File: src/rtl/cpu_types_pkg.sv
// Shared datapath types used by the memory-side blocks.
package cpu_types_pkg;

    localparam int unsigned WORD_W = 32;

    typedef logic [WORD_W-1:0] word_t;

endpackage

File: src/rtl/dcache_pkg.sv
// Types and geometry helpers for the direct-mapped, one-word-block data cache.
package dcache_pkg;

    import cpu_types_pkg::*;

    localparam int unsigned DCACHE_SETS   = 16;
    localparam int unsigned DCACHE_ADDR_W = 32;
    localparam int unsigned IDX_W         = $clog2(DCACHE_SETS);
    localparam int unsigned TAG_W         = DCACHE_ADDR_W - IDX_W - 2;

    typedef enum logic [2:0] {
        IDLE,
        WB,
        FILL,
        FLUSH,
        FLUSH_WB,
        FLUSHED
    } dcache_state_t;

    typedef struct packed {
        logic             valid;
        logic             dirty;
        logic [TAG_W-1:0] tag;
        word_t            data;
    } dcache_frame_t;

endpackage

File: src/rtl/dcache_responder_if.sv
// Datapath-side request/response and memory-side transfer signals of the data cache.
interface dcache_responder_if;

    import cpu_types_pkg::*;

    // datapath side
    logic  dmemREN;
    logic  dmemWEN;
    word_t dmemaddr;
    word_t dmemstore;
    logic  halt;
    logic  dhit;
    word_t dmemload;
    logic  flushed;

    // memory side
    logic  dREN;
    logic  dWEN;
    word_t daddr;
    word_t dstore;
    logic  dwait;
    word_t dload;

    modport slave (
        input  dmemREN, dmemWEN, dmemaddr, dmemstore, halt, dwait, dload,
        output dhit, dmemload, flushed, dREN, dWEN, daddr, dstore
    );

    modport master (
        output dmemREN, dmemWEN, dmemaddr, dmemstore, halt, dwait, dload,
        input  dhit, dmemload, flushed, dREN, dWEN, daddr, dstore
    );

endinterface

File: src/rtl/dcache_frame_array.sv
// Frame storage: combinational read port, synchronous write port, clear-all on RST.
module dcache_frame_array
    import dcache_pkg::*;
#(
    parameter int unsigned SETS = DCACHE_SETS
) (
    input  logic                    CLK,
    input  logic                    RST,
    input  logic [$clog2(SETS)-1:0] rd_idx,
    output dcache_frame_t           rd_frame,
    input  logic                    wr_en,
    input  logic [$clog2(SETS)-1:0] wr_idx,
    input  dcache_frame_t           wr_frame
);

    dcache_frame_t frames_q [SETS];

    assign rd_frame = frames_q[rd_idx];

    always_ff @(posedge CLK) begin
        if (RST) begin
            for (int i = 0; i < SETS; i++) begin
                frames_q[i] <= '0;
            end
        end else if (wr_en) begin
            frames_q[wr_idx] <= wr_frame;
        end
    end

endmodule

File: src/rtl/dcache_responder.sv
// Direct-mapped write-back/write-allocate data cache responder with halt-time flush.
// Optional hit/miss counters are built when DCACHE_HITCOUNT_EN is defined.
module dcache_responder
    import cpu_types_pkg::*;
    import dcache_pkg::*;
#(
    parameter int unsigned SETS   = DCACHE_SETS,
    parameter int unsigned ADDR_W = DCACHE_ADDR_W
) (
    input  logic               CLK,
    input  logic               RST,
    dcache_responder_if.slave  bus,
    output word_t              hit_count,
    output word_t              miss_count
);

    localparam int unsigned IDX_BITS = $clog2(SETS);
    localparam int unsigned TAG_BITS = ADDR_W - IDX_BITS - 2;
    localparam logic [IDX_BITS-1:0] LAST_IDX = IDX_BITS'(SETS - 1);

    dcache_state_t       state_q, state_d;
    logic [IDX_BITS-1:0] flush_idx_q, flush_idx_d;

    logic [IDX_BITS-1:0] req_idx;
    logic [IDX_BITS-1:0] frame_idx;
    logic [TAG_BITS-1:0] req_tag;
    dcache_frame_t       rd_frame;
    dcache_frame_t       wr_frame;
    logic                wr_en;
    logic                req;
    logic                hit;
    logic                hit_evt;
    logic                miss_evt;

    logic  dhit, dren, dwen, flushed;
    word_t dmemload, daddr, dstore;

    logic unused_addr;
    assign unused_addr = ^bus.dmemaddr[1:0];

    assign req_idx = bus.dmemaddr[IDX_BITS+1:2];
    assign req_tag = bus.dmemaddr[ADDR_W-1:IDX_BITS+2];
    assign req     = bus.dmemREN | bus.dmemWEN;
    assign hit     = rd_frame.valid && (rd_frame.tag == req_tag);

    // Reads and writes always target the same frame: the flush cursor while flushing,
    // otherwise the frame selected by the held request address.
    assign frame_idx = (state_q == FLUSH || state_q == FLUSH_WB) ? flush_idx_q : req_idx;

    dcache_frame_array #(
        .SETS (SETS)
    ) u_frames (
        .CLK      (CLK),
        .RST      (RST),
        .rd_idx   (frame_idx),
        .rd_frame (rd_frame),
        .wr_en    (wr_en),
        .wr_idx   (frame_idx),
        .wr_frame (wr_frame)
    );

    always_ff @(posedge CLK) begin
        if (RST) begin
            state_q     <= IDLE;
            flush_idx_q <= '0;
        end else begin
            state_q     <= state_d;
            flush_idx_q <= flush_idx_d;
        end
    end

    always_comb begin
        state_d     = state_q;
        flush_idx_d = flush_idx_q;
        wr_en       = 1'b0;
        wr_frame    = rd_frame;
        dhit        = 1'b0;
        dmemload    = '0;
        dren        = 1'b0;
        dwen        = 1'b0;
        daddr       = '0;
        dstore      = '0;
        flushed     = 1'b0;
        hit_evt     = 1'b0;
        miss_evt    = 1'b0;

        unique case (state_q)
            IDLE: begin
                if (req) begin
                    if (hit) begin
                        dhit     = 1'b1;
                        hit_evt  = 1'b1;
                        dmemload = rd_frame.data;
                        if (bus.dmemWEN) begin
                            wr_en          = 1'b1;
                            wr_frame.dirty = 1'b1;
                            wr_frame.data  = bus.dmemstore;
                        end
                    end else begin
                        miss_evt = 1'b1;
                        state_d  = (rd_frame.valid && rd_frame.dirty) ? WB : FILL;
                    end
                end else if (bus.halt) begin
                    state_d     = FLUSH;
                    flush_idx_d = '0;
                end
            end
            WB: begin
                dwen   = 1'b1;
                daddr  = {rd_frame.tag, req_idx, 2'b00};
                dstore = rd_frame.data;
                if (!bus.dwait) begin
                    wr_en          = 1'b1;
                    wr_frame.dirty = 1'b0;
                    state_d        = FILL;
                end
            end
            FILL: begin
                dren  = 1'b1;
                daddr = {bus.dmemaddr[ADDR_W-1:2], 2'b00};
                if (!bus.dwait) begin
                    wr_en          = 1'b1;
                    wr_frame.valid = 1'b1;
                    wr_frame.dirty = 1'b0;
                    wr_frame.tag   = req_tag;
                    wr_frame.data  = bus.dload;
                    state_d        = IDLE;
                end
            end
            FLUSH: begin
                if (rd_frame.valid && rd_frame.dirty) begin
                    state_d = FLUSH_WB;
                end else if (flush_idx_q == LAST_IDX) begin
                    state_d = FLUSHED;
                end else begin
                    flush_idx_d = flush_idx_q + 1'b1;
                end
            end
            FLUSH_WB: begin
                dwen   = 1'b1;
                daddr  = {rd_frame.tag, flush_idx_q, 2'b00};
                dstore = rd_frame.data;
                if (!bus.dwait) begin
                    wr_en          = 1'b1;
                    wr_frame.dirty = 1'b0;
                    if (flush_idx_q == LAST_IDX) begin
                        state_d = FLUSHED;
                    end else begin
                        flush_idx_d = flush_idx_q + 1'b1;
                        state_d     = FLUSH;
                    end
                end
            end
            FLUSHED: begin
                flushed = 1'b1;
            end
            default: begin
                state_d = IDLE;
            end
        endcase
    end

    assign bus.dhit     = dhit;
    assign bus.dmemload = dmemload;
    assign bus.dREN     = dren;
    assign bus.dWEN     = dwen;
    assign bus.daddr    = daddr;
    assign bus.dstore   = dstore;
    assign bus.flushed  = flushed;

`ifdef DCACHE_HITCOUNT_EN
    word_t hits_q, misses_q;

    always_ff @(posedge CLK) begin
        if (RST) begin
            hits_q   <= '0;
            misses_q <= '0;
        end else begin
            if (hit_evt && hits_q != '1) begin
                hits_q <= hits_q + 32'd1;
            end
            if (miss_evt && misses_q != '1) begin
                misses_q <= misses_q + 32'd1;
            end
        end
    end

    assign hit_count  = (state_q == FLUSHED) ? hits_q : '0;
    assign miss_count = (state_q == FLUSHED) ? misses_q : '0;
`else
    logic unused_evt;
    assign unused_evt = hit_evt | miss_evt;
    assign hit_count  = '0;
    assign miss_count = '0;
`endif

endmodule

File: src/flat_wrapper.sv
// flat-port wrapper written by rule: the top's interface ports become plain ports
module dcache_responder_flat import cpu_types_pkg::*; import dcache_pkg::*;
#(
    parameter int unsigned SETS   = DCACHE_SETS,
    parameter int unsigned ADDR_W = DCACHE_ADDR_W
)
  (CLK, RST, hit_count, miss_count, bus_dmemREN, bus_dmemWEN, bus_dmemaddr, bus_dmemstore, bus_halt, bus_dwait, bus_dload, bus_dhit, bus_dmemload, bus_flushed, bus_dREN, bus_dWEN, bus_daddr, bus_dstore);
  dcache_responder_if bus_i ();
  input  logic CLK;
  input  logic RST;
  output word_t hit_count;
  output word_t miss_count;
  input wire logic [$bits(bus_i.dmemREN)-1:0] bus_dmemREN;
  input wire logic [$bits(bus_i.dmemWEN)-1:0] bus_dmemWEN;
  input wire logic [$bits(bus_i.dmemaddr)-1:0] bus_dmemaddr;
  input wire logic [$bits(bus_i.dmemstore)-1:0] bus_dmemstore;
  input wire logic [$bits(bus_i.halt)-1:0] bus_halt;
  input wire logic [$bits(bus_i.dwait)-1:0] bus_dwait;
  input wire logic [$bits(bus_i.dload)-1:0] bus_dload;
  output wire logic [$bits(bus_i.dhit)-1:0] bus_dhit;
  output wire logic [$bits(bus_i.dmemload)-1:0] bus_dmemload;
  output wire logic [$bits(bus_i.flushed)-1:0] bus_flushed;
  output wire logic [$bits(bus_i.dREN)-1:0] bus_dREN;
  output wire logic [$bits(bus_i.dWEN)-1:0] bus_dWEN;
  output wire logic [$bits(bus_i.daddr)-1:0] bus_daddr;
  output wire logic [$bits(bus_i.dstore)-1:0] bus_dstore;
  assign bus_i.dmemREN = bus_dmemREN;
  assign bus_i.dmemWEN = bus_dmemWEN;
  assign bus_i.dmemaddr = bus_dmemaddr;
  assign bus_i.dmemstore = bus_dmemstore;
  assign bus_i.halt = bus_halt;
  assign bus_i.dwait = bus_dwait;
  assign bus_i.dload = bus_dload;
  assign bus_dhit = bus_i.dhit;
  assign bus_dmemload = bus_i.dmemload;
  assign bus_flushed = bus_i.flushed;
  assign bus_dREN = bus_i.dREN;
  assign bus_dWEN = bus_i.dWEN;
  assign bus_daddr = bus_i.daddr;
  assign bus_dstore = bus_i.dstore;
  dcache_responder #(.SETS(SETS), .ADDR_W(ADDR_W)) u_core (.CLK(CLK), .RST(RST), .bus(bus_i), .hit_count(hit_count), .miss_count(miss_count));
endmodule
File: config.mk
export PLATFORM = sky130hd
export DESIGN_NAME = dcache_responder_flat
export DESIGN_NICKNAME = d
export VERILOG_FILES = /design/src/rtl/cpu_types_pkg.sv /design/src/rtl/dcache_pkg.sv /design/src/rtl/dcache_responder_if.sv /design/src/rtl/dcache_frame_array.sv /design/src/rtl/dcache_responder.sv /design/src/flat_wrapper.sv
export SDC_FILE = /design/constraint.sdc
export NUM_CORES = 2
export LEC_CHECK = 0
export BUFFER_PORTS_ARGS = -buffer_cell sky130_fd_sc_hd__clkbuf_2
export CAP_MARGIN = 20
export CORE_UTILIZATION = 40
export CTS_CLUSTER_SIZE = 24
export DETAILED_ROUTE_END_ITERATION = 6
export SYNTH_ARGS = -nofsm -noshare
export SYNTH_HDL_FRONTEND = slang
export SYNTH_SLANG_ARGS = --single-unit
File: constraint.sdc
create_clock -name CLK -period 6.55 [get_ports CLK]
set_clock_uncertainty 0.1 [all_clocks]
set_input_delay 0.9825 -clock CLK [delete_from_list [all_inputs] [get_ports CLK]]
set_output_delay 0.9825 -clock CLK [all_outputs]
set_load 0.01 [all_outputs]
# Word level (Yosys, flattened, before mapping)
# Memories as Yosys holds them, arrays and structs flattened.
# Cells that the tools add are included.
[classes] shift=0 reduce_logical=10 bitwise=2 magnitude_cmp=0 multipliers=0 mux=54 n_addsub=1 div=0 n_eq_ne=16
[ops] operator="$mux 32" count=7
[ops] operator="$mux 60" count=2
[ops] operator="$pmux 32 s3" count=1
[ops] operator="$pmux 32 s2" count=1
[ops] operator="$reduce_or 60->1" count=1
[ops] operator="$mux 4" count=7
[ops] operator="$mux 3" count=9
[ops] operator="$eq 26x26->1" count=1
[ops] operator="$mux 26" count=1
[ops] operator="$mux 1" count=21
[ops] operator="$pmux 3 s6" count=1
[ops] operator="$ne 2x2->1 const B" count=6
[ops] operator="$pmux 4 s3" count=1
[ops] operator="$reduce_and 7->1" count=1
[ops] operator="$eq 3x2->1 const B" count=2
[ops] operator="$eq 3x3->1 const B" count=2
[ops] operator="$ne 3x3->1 const B" count=2
[ops] operator="$reduce_and 5->1" count=1
[ops] operator="$add 4x1->4 const B" count=1
[ops] operator="$eq 4x4->1 const B" count=1
[ops] operator="$eq 3x1->1 const B" count=1
[ops] operator="$logic_not 3->1" count=1
[ops] operator="$ne 3x2->1 const B" count=1
[ops] operator="$pmux 1 s3" count=1
[ops] operator="9 further kinds" count=10
[word_totals] latch_bits=0 ramBits=960 register_bits=7 elab_cells=86 n_memories=1 output_inout_bits=164 mem_bits_ro=0 in_bits=102
[mem_list] memory="u_core.u_frames.frames_q" depth=16 word_bits=60 rd=1 rd_clocked_by_memory_dff=0 write_ports=16 line_no="dcache_frame_array.sv:16" text="dcache_frame_t frames_q [SETS];"

# Logic depth before layout (Yosys ltp)
# An unclocked memory read counts as a cell.
[logic_depth] depth_word=14 depth_mapped=21 ltp_nobuf=12

# Cells and area by module
# A second synthesis with hierarchy kept.
[unflattened] hier_cells=3048 hier_area_um2=45805.2
[by_module_without_submodules] mod="dcache_frame_array" cells_each=2622 seq_area_each_um2=28827.6 n_inst=1 area_per_inst_um2=42569.6
[by_module_without_submodules] mod="dcache_responder" cells_each=426 seq_area_each_um2=140.1 n_inst=1 area_per_inst_um2=3235.6

# Least setup slack after synthesis
# Ideal clock, no wire load.
[synth_path] kind="in2reg" startpoint="input bus_dmemaddr[2]" endpoint="memory u_core.u_frames.frames_q[3][0] (netlist name), enable pin" cell_stages=16 path_slack_ns=0.626 setup_time_ns=0.428 path_buffers=4 t_arrival_ns=5.396 required_time_ns=6.022 path_cell_list="nor2b_1 o21a_1 buf_2 nor2_2 buf_4 mux2i_1 a22o_1 a2111oi_0 xnor2_1 nand4_1 nor4_1 and3_1 buf_2 buf_2 o21bai_1 nand2b_1"
[synth_rtl] element="start: declaration" line_no="flat_wrapper.sv:15" text="input wire logic [$bits(bus_i.dmemaddr)-1:0] bus_dmemaddr;"
[synth_rtl] element="end: declaration" line_no="dcache_frame_array.sv:16"

# Worst setup path after layout
[layout_path] startpoint="register u_core.state_q[0]" endpoint="output bus_dmemload[16]"
[layout_via] elab_chain_len=9 elab_cells_between_ends=11 classes_between="eq/ne (3); mux (4); reduce/logical (3); memory (1)"
[layout_lines] element="start: declaration" line_no="dcache_responder.sv:21" text="dcache_state_t state_q, state_d;"
[layout_lines] element="start signal: assignment" line_no="dcache_responder.sv:67" text="state_q <= state_d;"
[layout_lines] element="$eq 3x2->1 or $eq 3x3->1 (tied branches)" line_no="dcache_responder.sv:48" text="assign frame_idx = (state_q == FLUSH || state_q == FLUSH_WB) ? flush_idx_q : req_idx;"
[layout_lines] element="$logic_or 1x1->1" line_no="dcache_responder.sv:48"
[layout_lines] element="$mux 4" line_no="dcache_responder.sv:48"
[layout_lines] element="$mem_v2 16x60"
[layout_lines] element="$eq 26x26->1" line_no="dcache_responder.sv:44" text="assign hit = rd_frame.valid && (rd_frame.tag == req_tag);"
[layout_lines] element="$logic_and 1x1->1" line_no="dcache_responder.sv:44"
[layout_lines] element="$mux 32" line_no="dcache_responder.sv:90" text="if (hit) begin"
[layout_lines] element="$mux 32" line_no="dcache_responder.sv:89" text="if (req) begin"
[layout_lines] element="$mux 32 *" line_no="dcache_responder.sv:87" text="unique case (state_q)"
[layout_lines] element="end: declaration" line_no="flat_wrapper.sv:21" text="output wire logic [$bits(bus_i.dmemload)-1:0] bus_dmemload;"
# Every way passes the cells marked *; elsewhere a longest branch is shown, timed or not.

==> reports/qor.txt <==
Post-Place Cells: 5,918
status: finished, final reports clean
r2r setup slk: 1.20 ns
Synth cell types: 74
slowest CP cell: or4_4
Pwr Density: 360.8 nW/µm²
post-DP HPWL: 89,350 µm
CP peak stage delay: 0.68 ns
routed wire length per instance: 26.79 µm
DIE HEIGHT: 344.7 µm
vias in the first global route: 34.81k
core area: 116,400 µm²
main combinational cell family by area after synthesis: simple AND/OR/NAND/NOR gates
simple-gate portion of the synthesized area: 0.2372
drt drc: 0
Buf/Inv on CP: 6
Pre-antenna DRT Iters: 6
Sw Pwr: 7297 µW
Cells after Synth: 4,372
Die Wd: 344.7 µm
total clock sinks: 967
Reg2Reg Depth: 16
DRT antenna net count: 0
Port Buf Inserts: 197
leakage power total: 0.01933 µW
Post-synth EDFFs: 960
YS warnings: 0
XOR/XNOR Fraction of Synth Area: 0.005221
max cap viols: 0
Reg clk slew, reported paths: 0.06 ns
Final period util: 0.9879
Yosys reg bits: 967
final wirelength: 164,800 µm
Slew @ Worst Pin: 1.128 ns
CP endpoint kind: primary output
layout cells sized above 1: 0.1689
final setup violation count: 0
Clk Tree Root Cell: clkbuf_16
Rel. slew slack: 0.2482
RR Startpoint: u_core.state_q[2]
Clock Tree Buf Depth: 3
post-synthesis instance area: 46,980 µm²
Logic pwr share: 0.345
Synth Area in Adders: 0.0004794
max-slew violations: 0
Reg power frac: 0.366
final hold violation count: 0
Starting Density: 0.4037
Max VDD drop: 0.2390 mV
Worst Path Max Fanout: 14
Compound-Gate Fraction of Synth Area: 0.06984
number of clock buffers inserted by TritonCTS: 106
family with the most delay on the worst path: simple AND/OR/NAND/NOR gates
clk_lat worst skew: 0.70 ns
hold wc startpoint: u_core.flush_idx_q[1]
RR Endpoint: u_core.u_frames.frames_q[5][2]
Seq/Total Area, Yosys: 0.6167
DR vias/cell: 5.999
antenna violations before repair: 5
CP Cell Sequence: buf_6, nor2b_2, o21a_4, nor2_4, buf_12, buf_6, buf_4, nand2_1, a32o_1, nor3_2, xnor2_1, nand4_1, or4_4, or4_4, clkbuf_16, nor2_1, clkbuf_2
Max Freq: 154.5 MHz
global-route total usage across every layer: 0.2677
pin count of the biggest net entering global routing: 137
mean post-synth cell area: 10.74 µm²
CTS tree: built
GP Congestion: 0.8681
global-route wire length before repair: 233,600 µm
Area after DPL: 50,900 µm²
Int Pwr: 12,480 µW
WHS Path Cells: 2
Clock Power Share: 0.289
post-route cell area: 54,820 µm²
Finished Layout Cells: 6,149
final worst path period need: 6.471 ns
multiplexer area fraction after synthesis: 0.02464
Die ar.: 118,800 µm²
Crit Path Category: reg2out
H-tree depth: 3
sink of the worst hold path: u_core.flush_idx_q[1]
Synth async-reset ratio: 0
worst path required time: 5.47 ns
switching share of total power: 0.3689
Iter 0 DRT Violations: 4,372
GR Overflow Total: 0
arrival time worst endpoint: 5.39 ns
area delta synth->final: 16.69%
HP Class: reg2reg
I/O Pins: 266
Rows: 125
Startpoint Class: flop
main flop type after synthesis: edfxtp_1
Final #Nets: 4,636
Vias: 36.89k
==> stage by stage <==
stage	worst slack, ns	hold WS (ns)	TNS (ns)	power, µW	util
finish	0.07898	0.4824	0	19780	0.4711
global route	-0.1162	0.4840	-2.993	20460	0.4711
CTS	0.002560	0.4504	0	19620	0.4680
detailed placement	0.08431	0.4395	0	13880	0.4374
global placement	0.1134	0.4385	0	13790	0.4371
floorplan	0.6262	0.3815	0	11320	-
==> routing by layer <==
layer,vias up,GRT usage,share of wire
li1,16150,-,-
met1,18300,0.3631,0.40
met2,2076,0.4368,0.47
met3,360,0.03930,0.092
met4,4,0.09609,0.039
met5,-,0,0.00020
==> area by class of cell <==
type,instances,area (µm²)
fillers,10630,61550
clock inverters,66,498.0
inverters,8,30.03
diodes,2,5.005
well taps,1524,1907
flip-flops and latches,967,28980
clock buffers,132,2760
repair buffers,463,3850
multi-input cells,2987,16790
==> worst max path at each step <==
| stage | startpoint | endpoint | slack [ns] | depth (start not counted) |
|---|---|---|---|---|
| finish | u_core.state_q[0] | bus_dmemload[16] | 0.08 | 17 |
| global route | u_core.state_q[0] | bus_dmemload[24] | -0.12 | 15 |
| CTS | u_core.state_q[0] | bus_dmemload[14] | 0.003 | 15 |
| detailed placement | bus_dmemaddr[2] | bus_dmemload[14] | 0.08 | 15 |
| global placement | bus_dmemaddr[4] | bus_dmemload[31] | 0.11 | 17 |
| floorplan | bus_dmemaddr[2] | u_core.u_frames.frames_q[3][0] | 0.63 | 16 |
==> synthesized netlist by cell type, drive strengths merged (4+ instances only) <==
cell | instances | share of area
a31o | 28 | 0.0052
o21ai | 69 | 0.0074
buf | 156 | 0.020
nor3b | 65 | 0.010
a32o | 19 | 0.0040
nor2 | 399 | 0.032
mux2 | 13 | 0.0031
nand2 | 685 | 0.055
a22oi | 21 | 0.0034
mux2i | 101 | 0.022
inv | 6 | 0.00048
a21oi | 98 | 0.012
edfxtp | 960 | 0.61
nor2b | 195 | 0.026
nand2b | 19 | 0.0025
a32oi | 16 | 0.0030
nor4b | 16 | 0.0030
nand3 | 324 | 0.035
a311oi | 73 | 0.014
a21o | 5 | 0.00080
a311o | 4 | 0.00085
nor3 | 460 | 0.050
a31oi | 6 | 0.00080
a211oi | 8 | 0.0014
o21bai | 16 | 0.0031
clkbuf | 319 | 0.025
dfxtp | 7 | 0.0030
a22o | 33 | 0.0062
or4 | 4 | 0.00064
nand4 | 86 | 0.011
nor4 | 4 | 0.00085
and4 | 11 | 0.0021
a2111oi | 18 | 0.0034
a21boi | 8 | 0.0013
xnor2 | 26 | 0.0048
nand3b | 4 | 0.00064
and3 | 52 | 0.0069
==> registers in the layout, summed over array words and instances (netlist names) <==
signal	count
u_core.flush_idx_q	4
u_core.state_q	3
u_core.u_frames.frames_q	960
==> logic make-up (layout without fill, tap and decap cells) <==
logic type | count (synthesis) | count (layout)
other | 1 | 68
buffers and inverters | 483 | 669
XOR/XNOR | 28 | 28
AO/OA/AOI/OAI | 442 | 442
multiplexers | 114 | 114
flip-flops | 967 | 967
AND/OR/NAND/NOR | 2335 | 2335
adder cells (fa/ha/maj) | 2 | 2
==> cell usage in the layout, fill, tap and decap left out, drive strengths merged, types with 69 or more instances in the layout <==
cell type  count
edfxtp       960
nand2        685
nor3         460
nor2         399
clkbuf       330
nand3        324
buf          263
nor2b        195
mux2i        101
a21oi         98
nand4         86
a311oi        73
o21ai         69
==> worst reg2reg max path: stages, from the launching register on <==
cell and delay (ns):
dfxtp_4 0.38, nand2b_2 0.28, o311a_1 0.45, and2_1 0.32, nor3_1 0.37, buf_12 0.20, a32oi_1 0.14, and4_1 0.22
xnor2_2 0.26, nand4_1 0.22, or4_1 0.64, buf_4 0.19, nor4_4 0.39, buf_12 0.32, a21oi_1 0.27, buf_4 0.23
nor3_1 0.21
==> what timing repair did <==
item / 4_1_cts / 5_1_grt
cloned: 2 / 3
resized for setup: 36 / 38
endpoints found under the setup margin: 33 / 33
pin swaps: 8 / 9
hold buffers: 0 / 0
hold endpoints to repair: 0 / 0
setup buffers: 9 / 9
==> power by group through the flow <==
stage | logic [µW] | clock network [µW] | registers [µW]
5_1_grt | 7200 | 5990 | 7270
4_1_cts | 6620 | 5760 | 7240
3_5_place_dp | 6520 | 0 | 7360
2_1_floorplan | 3980 | 0 | 7340
6_report | 6830 | 5710 | 7250
3_3_place_gp | 6440 | 0 | 7350
No activity file was read; power rests on OpenSTA's default activity.
